==> config.mk <==
export PLATFORM = sky130hd
export DESIGN_NAME = pipeline_control
export DESIGN_NICKNAME = d
export VERILOG_FILES = /design/src/rtl/pipe_types_pkg.sv /design/src/rtl/hazard_detect.sv /design/src/rtl/pipeline_control.sv
export SDC_FILE = /design/constraint.sdc
export NUM_CORES = 1
export LEC_CHECK = 0
export ABC_AREA = 1
export CAP_MARGIN = 20
export CORE_ASPECT_RATIO = 1.25
export CORE_UTILIZATION = 26
export DETAILED_ROUTE_END_ITERATION = 16
export GPL_TIMING_DRIVEN = 0
export MAX_ROUTING_LAYER = met4
export PLACE_DENSITY = 0.48
export SYNTH_ARGS = -nofsm -noshare
export SYNTH_HDL_FRONTEND = slang
export SYNTH_SLANG_ARGS = --single-unit
==> constraint.sdc <==
create_clock -name CLK -period 2.4 [get_ports CLK]
set_clock_uncertainty 0.1 [all_clocks]
set_input_delay 0.24 -clock CLK [delete_from_list [all_inputs] [get_ports CLK]]
set_output_delay 0.24 -clock CLK [all_outputs]
set_load 0.02 [all_outputs]
==> src/rtl/pipe_types_pkg.sv <==
// Shared types for the pipeline sequencer: sequencer states and register constants.
package pipe_types_pkg;

  // RUN: normal operation; DDONE: data access finished, waiting on fetch;
  // HALTED: absorbing stop state after HALT retires.
  typedef enum logic [1:0] {
    RUN    = 2'd0,
    DDONE  = 2'd1,
    HALTED = 2'd2
  } pc_state_t;

  // Register $zero never creates a true dependence.
  localparam logic [4:0] REG_ZERO = 5'd0;

endpackage

==> src/rtl/hazard_detect.sv <==
// Load-use detection and redirect-over-load-use priority resolution.
// Purely combinational; the caller gates the results with the advance condition.
module hazard_detect
  import pipe_types_pkg::*;
(
  input  logic       ex_memREN_i,
  input  logic [4:0] ex_dest_i,
  input  logic [4:0] id_rs_i,
  input  logic [4:0] id_rt_i,
  input  logic       ex_redirect_i,
  output logic       load_use_o,     // raw load-use match
  output logic       hold_front_o,   // hold PC and IF/ID (load-use not overridden)
  output logic       flush_ifid_o,   // bubble into IF/ID
  output logic       flush_idex_o    // bubble into ID/EX
);

  logic dest_match;

  // A redirect discards the ID instruction anyway, so it overrides the load-use hold.
  always_comb begin
    dest_match   = (ex_dest_i == id_rs_i) || (ex_dest_i == id_rt_i);
    load_use_o   = ex_memREN_i && (ex_dest_i != REG_ZERO) && dest_match;
    hold_front_o = load_use_o && !ex_redirect_i;
    flush_ifid_o = ex_redirect_i;
    flush_idex_o = ex_redirect_i || load_use_o;
  end

endmodule

==> src/rtl/pipeline_control.sv <==
// Central stall/flush sequencer: advance decision, stage enables/bubbles,
// data-latency masking, halt handling and stall/flush performance counters.
module pipeline_control
  import pipe_types_pkg::*;
#(
  parameter int CNT_W = 32
) (
  input  logic             CLK,
  input  logic             nRST,
  input  logic             ihit,
  input  logic             dhit,
  input  logic             mem_dREN,
  input  logic             mem_dWEN,
  input  logic             ex_memREN,
  input  logic [4:0]       ex_dest,
  input  logic [4:0]       id_rs,
  input  logic [4:0]       id_rt,
  input  logic             ex_redirect,
  input  logic             wb_halt,
  output logic             pc_en,
  output logic             ifid_en,
  output logic             idex_en,
  output logic             exmem_en,
  output logic             memwb_en,
  output logic             ifid_flush,
  output logic             idex_flush,
  output logic             exmem_flush,
  output logic             dmem_mask,
  output logic             dload_cap,
  output logic             halt,
  output logic [CNT_W-1:0] stall_cnt,
  output logic [CNT_W-1:0] flush_cnt
);

  localparam logic [CNT_W-1:0] CNT_MAX = '1;
  localparam logic [CNT_W-1:0] CNT_ONE = {{(CNT_W-1){1'b0}}, 1'b1};

  pc_state_t        state_q, state_d;
  logic             dmem_mask_q, dmem_mask_d;
  logic             halt_q, halt_d;
  logic [CNT_W-1:0] stall_cnt_q, stall_cnt_d;
  logic [CNT_W-1:0] flush_cnt_q, flush_cnt_d;

  logic dreq;
  logic adv;
  logic load_use;
  logic hold_front;
  logic flush_ifid;
  logic flush_idex;
  logic stall_inc;
  logic flush_inc;

  hazard_detect u_hazard_detect (
    .ex_memREN_i   (ex_memREN),
    .ex_dest_i     (ex_dest),
    .id_rs_i       (id_rs),
    .id_rt_i       (id_rt),
    .ex_redirect_i (ex_redirect),
    .load_use_o    (load_use),
    .hold_front_o  (hold_front),
    .flush_ifid_o  (flush_ifid),
    .flush_idex_o  (flush_idex)
  );

  // Advance decision and next state; a completed data access with no fetch parks in DDONE
  // so the access is not re-issued while the fetch finishes.
  always_comb begin
    state_d   = state_q;
    dreq      = (mem_dREN || mem_dWEN) && !dmem_mask_q;
    adv       = 1'b0;
    dload_cap = 1'b0;
    unique case (state_q)
      RUN: begin
        adv = ihit && (!dreq || dhit);
        if (wb_halt && adv) begin
          state_d = HALTED;
        end else if (dreq && dhit && !ihit) begin
          state_d   = DDONE;
          dload_cap = 1'b1;
        end
      end
      DDONE: begin
        adv = ihit;
        if (wb_halt) begin
          state_d = HALTED;
        end else if (ihit) begin
          state_d = RUN;
        end
      end
      HALTED: begin
        adv = 1'b0;
      end
      default: begin
        state_d = RUN;
      end
    endcase
    dmem_mask_d = (state_d == DDONE);
    halt_d      = (state_d == HALTED);
  end

  // Stage enables and bubbles; everything freezes when the pipeline does not advance.
  always_comb begin
    pc_en      = 1'b0;
    ifid_en    = 1'b0;
    idex_en    = 1'b0;
    exmem_en   = 1'b0;
    memwb_en   = 1'b0;
    ifid_flush = 1'b0;
    idex_flush = 1'b0;
    if (adv) begin
      pc_en      = !hold_front;
      ifid_en    = !hold_front;
      idex_en    = 1'b1;
      exmem_en   = 1'b1;
      memwb_en   = 1'b1;
      ifid_flush = flush_ifid;
      idex_flush = flush_idex;
    end
  end

  // EX/MEM never needs a bubble from this sequencer.
  assign exmem_flush = 1'b0;

  // Saturating counters; HALTED contributes nothing since adv is 0 and the freeze term is excluded.
  always_comb begin
    stall_inc   = ((state_q != HALTED) && !adv) || (adv && load_use && !ex_redirect);
    flush_inc   = adv && ex_redirect;
    stall_cnt_d = stall_cnt_q;
    flush_cnt_d = flush_cnt_q;
    if (stall_inc && (stall_cnt_q != CNT_MAX)) begin
      stall_cnt_d = stall_cnt_q + CNT_ONE;
    end
    if (flush_inc && (flush_cnt_q != CNT_MAX)) begin
      flush_cnt_d = flush_cnt_q + CNT_ONE;
    end
  end

  // State, mask, halt and counter registers.
  always_ff @(posedge CLK or negedge nRST) begin
    if (!nRST) begin
      state_q     <= RUN;
      dmem_mask_q <= 1'b0;
      halt_q      <= 1'b0;
      stall_cnt_q <= '0;
      flush_cnt_q <= '0;
    end else begin
      state_q     <= state_d;
      dmem_mask_q <= dmem_mask_d;
      halt_q      <= halt_d;
      stall_cnt_q <= stall_cnt_d;
      flush_cnt_q <= flush_cnt_d;
    end
  end

  assign dmem_mask = dmem_mask_q;
  assign halt      = halt_q;
  assign stall_cnt = stall_cnt_q;
  assign flush_cnt = flush_cnt_q;

endmodule

==> results.md <==
| Quantity | This run | Unit |
|:---|:---|:---|
| Number of synthesized register bits | 68 | - |
| Vias in the first global route | 4479 | - |
| Cell Pwr Density | 674 | mW/mm² |
| Final Max Tran Viols | 0 | - |
| Flop-to-flop setup slack | 0.31 | ns |
| CP Data Arrival Time | 1.90 | ns |
| Largest net degree at the start of global routing | 49 | - |
| Share of cell area taken by muxes after synthesis | 0 | - |
| Antenna-violating nets left | 0 | - |
| Htree depth | 3 | - |
| Delay of the slowest cell on the worst path | 0.63 | ns |
| Worst Hold Class | in -> async | - |
| DRC viols | 0 | - |
| Area taken by multi-input logic gates | 0.00244 | mm² |
| Maximum buffer depth of the clock tree | 2 | - |
| Number of I/O port buffers | 97 | - |
| Syn. warnings | 0 | - |
| Non-filler cells, final | 980 | - |
| Leading cell type in the layout, fill and taps excluded | sky130_fd_sc_hd__nand2_1 | - |
| Register cell area after layout | 0.00170 | mm² |
| Post-synthesis compound-gate area fraction | 0.0173 | - |
| Type of origin of the critical path | input port | - |
| Main combinational cell family by area after synthesis | simple AND/OR/NAND/NOR gates | - |
| Critical path start-end classification | in -> out | - |
| Mapped cell area | 0.00448 | mm² |
| Slowest library cell on the worst path | sky130_fd_sc_hd__clkdlybuf4s50_1 | - |
| Die area | 0.0178 | mm² |
| Global-route congestion overflow total | 0 | - |
| Sequential share of the synthesized area | 0.379 | - |
| Number of sinks handled by clock tree synthesis | 68 | - |
| Chip Width | 119 | µm |
| Highest attainable clock frequency | 0.446 | GHz |
| Count of final setup violators | 0 | - |
| Cell-by-cell trace of the critical path | clkdlybuf4s50_1, inv_1, nor2_1, nand2_1, nor2_4, clkdlybuf4s50_1 | - |
| Max Fanout on Critical Path | 4 | - |
| Nature of the critical path endpoint | primary output | - |
| Number of antenna violations at the first check in global routing | 0 | - |
| First-pass iteration count of the detailed router | 4 | - |
| Crit path time final | 2.24 | ns |
| Max Cap Viol | 0 | - |
| Latest clock arrival within the worst-skew pair | 0.35 | ns |
| Post-synthesis share of cell area spent on and, or, nand and nor gates | 0.416 | - |
| Vert. Die Dim | 149 | µm |
| Weighted congestion reported at the end of routability-driven placement | 0.942 | - |
| Slew HR | 0.648 | - |
| Standard cell core area | 0.0168 | mm² |
| CP Data Required Time | 2.06 | ns |
| Unrepaired setup endpoints after global routing | false | - |
| Detailed-route wire length per cell | 14.0 | µm |
| Top-level I/O count | 99 | - |
| Distinct cell type count after synthesis | 31 | - |
| CTS buffer count | 9 | - |
| Leakage power figure | 2.85 | nW |
| CP dominant cell by count | sky130_fd_sc_hd__clkdlybuf4s50_1 | - |
| Diode count | 0 | - |
| Detailed placer's ending HPWL | 10800 | µm |
| GRT Total Usage | 0.167 | - |
| Count of mapped cells out of synthesis | 645 | - |
| Vias post-DR | 4415 | - |
| Detailed Route WL | 13700 | µm |
| Detailed router's first-iteration violation count | 144 | - |
| Clock tree from TritonCTS | done | - |
| Count of standard-cell rows | 53 | - |
| Share of final-layout standard cells stronger than drive strength 1 | 0.0671 | - |
| Average footprint of a synthesized cell | 6.95 | µm² |
| Final clock period utilization by the worst path | 0.935 | - |
| Placed cells | 963 | - |
| CTS root buffer | sky130_fd_sc_hd__clkbuf_16 | - |
| Adder-cell share of the synthesized area | 0.00558 | - |
| Clock slew seen by the registers of the worst setup and hold paths | 0.06 | ns |
| Top library cells by usage in the layout, fill and taps aside | 233 x sky130_fd_sc_hd__nand2_1, 88 x sky130_fd_sc_hd__clkdlybuf4s50_1, 83 x sky130_fd_sc_hd__nor2_1 | - |
| Pin slew with the least headroom to its limit | 0.523 | ns |
| Worst slack on hold paths | 0.220 | ns |
| Xor/xnor share of the synthesized area | 0.103 | - |
| Fillers | 1876 | - |
| Maximum vdd drop | 0.000385 | V |
| Final hold viol count | 0 | - |
| Initial core utilization | 0.266 | - |
| Area grow syn2layout | 35.9 | % |
| Result of the run | complete, no violations | - |
| Net Count, Synth | 671 | - |
| Number of nets in the final layout | 782 | - |
| Global-route wire length before repair | 22300 | µm |
| Routed vias/inst | 4.51 | - |
-- cells by family after synthesis --
family | Yosys count
adders and majority gates | 2
AOI/OAI and AO/OA | 14
buffers and inverters | 76
xor gates and xnor gates | 52
and+or+nand+nor | 432
DFF | 68
other | 1
-- report_power, final --
group | switching, W | internal (W) | leakage, nW
Clock | 0.000505 | 0.000884 | 0.149
Sequential | 0.000155 | 0.00127 | 0.915
Combinational | 0.000769 | 0.000526 | 1.79
Total | 0.00143 | 0.00268 | 2.85
-- path summary, 6_finish.rpt --
path | startpoint | end | cells past startpoint
worst max-delay path | ihit | ifid_flush | 6
worst min-delay path | nRST | stall_cnt[23] | 2
worst max register to register | flush_cnt[0] | flush_cnt[8] | 13
worst min register to register | flush_cnt[17] | flush_cnt[17] | 1
max in group asynchronous | nRST | flush_cnt[29] | 3
min in group CLK | flush_cnt[17] | flush_cnt[17] | 1
-- state kept, by name, summed over array words and instances (netlist names) --
| name | cells |
|---|---|
| dmem_mask | 1 |
| halt | 1 |
| state_q | 2 |
| stall_cnt | 32 |
| flush_cnt | 32 |
-- through the flow --
step / setup slack [ns] / cell area, µm² / total power, W / utilization / TNS [ns]
CTS: 0.0314 / 6070 / 0.00415 / 0.360 / 0
global route: 0.0162 / 6090 / 0.00434 / 0.362 / 0
floorplan: 0.568 / 4480 / 0.00220 / - / 0
finish: 0.156 / 6090 / 0.00411 / 0.362 / 0
global placement: -1.55 / 5730 / 0.00273 / 0.340 / -105.13
detailed placement: -0.186 / 5760 / 0.00275 / 0.342 / -0.285
-- cells in the mapped netlist --
cell | n | area (µm²)
sky130_fd_sc_hd__and2_1 | 1 | 6.26
sky130_fd_sc_hd__and3_1 | 1 | 6.26
sky130_fd_sc_hd__buf_2 | 6 | 30.0
sky130_fd_sc_hd__buf_4 | 5 | 37.5
sky130_fd_sc_hd__buf_6 | 5 | 56.3
sky130_fd_sc_hd__conb_1 | 1 | 3.75
sky130_fd_sc_hd__dfrtp_1 | 68 | 1700
sky130_fd_sc_hd__ha_1 | 2 | 25.0
sky130_fd_sc_hd__inv_1 | 58 | 218
sky130_fd_sc_hd__inv_2 | 2 | 7.51
sky130_fd_sc_hd__nand2_1 | 235 | 882
sky130_fd_sc_hd__nand2_2 | 1 | 6.26
sky130_fd_sc_hd__nand2_4 | 1 | 11.3
sky130_fd_sc_hd__nand3_1 | 56 | 280
sky130_fd_sc_hd__nand3_2 | 3 | 30.0
sky130_fd_sc_hd__nand3b_1 | 6 | 45.0
sky130_fd_sc_hd__nand4_1 | 12 | 75.1
sky130_fd_sc_hd__nor2_1 | 83 | 312
sky130_fd_sc_hd__nor2_2 | 1 | 6.26
sky130_fd_sc_hd__nor2_4 | 2 | 22.5
sky130_fd_sc_hd__nor3_1 | 23 | 115
sky130_fd_sc_hd__nor3_2 | 4 | 40.0
sky130_fd_sc_hd__nor3b_1 | 1 | 7.51
sky130_fd_sc_hd__nor4_2 | 1 | 12.5
sky130_fd_sc_hd__o21ai_0 | 10 | 50.1
sky130_fd_sc_hd__o21ai_1 | 2 | 10.0
sky130_fd_sc_hd__o32ai_1 | 2 | 17.5
sky130_fd_sc_hd__or2_0 | 1 | 6.26
sky130_fd_sc_hd__xnor2_1 | 21 | 184
sky130_fd_sc_hd__xor2_1 | 30 | 263
sky130_fd_sc_hd__xor2_2 | 1 | 16.3
-- routing by layer --
metal / GRT usage / share of wire
met1: 0.179 / 0.41
met2: 0.301 / 0.53
met3: 0.0260 / 0.032
met4: 0.0788 / 0.024
met5: - / 0
-- layout make-up --
class / instances / share of cell area
multi-input combinational: 501 / 0.400
sequential: 68 / 0.279
timing repair buffer: 100 / 0.168
tap: 220 / 0.0452
clock buffer: 14 / 0.0450
inverter: 60 / 0.0370
buffer: 16 / 0.0203
clock inverter: 1 / 0.00493
-- worst max-delay path, delay by kind of cell --
family / cells / cell delay [ns]
AND/OR/NAND/NOR: 3 / 0.44
buffers and inverters: 3 / 1.22
-- repair_timing --
item	4_1_cts	5_1_grt
setup buffers	0	1
setup endpoints to repair	2	4
gates resized for setup	3	8
endpoints found under the hold margin	20	0
pin swaps	0	1
hold buffers	1	0
No activity file was read; power rests on OpenSTA's default activity.
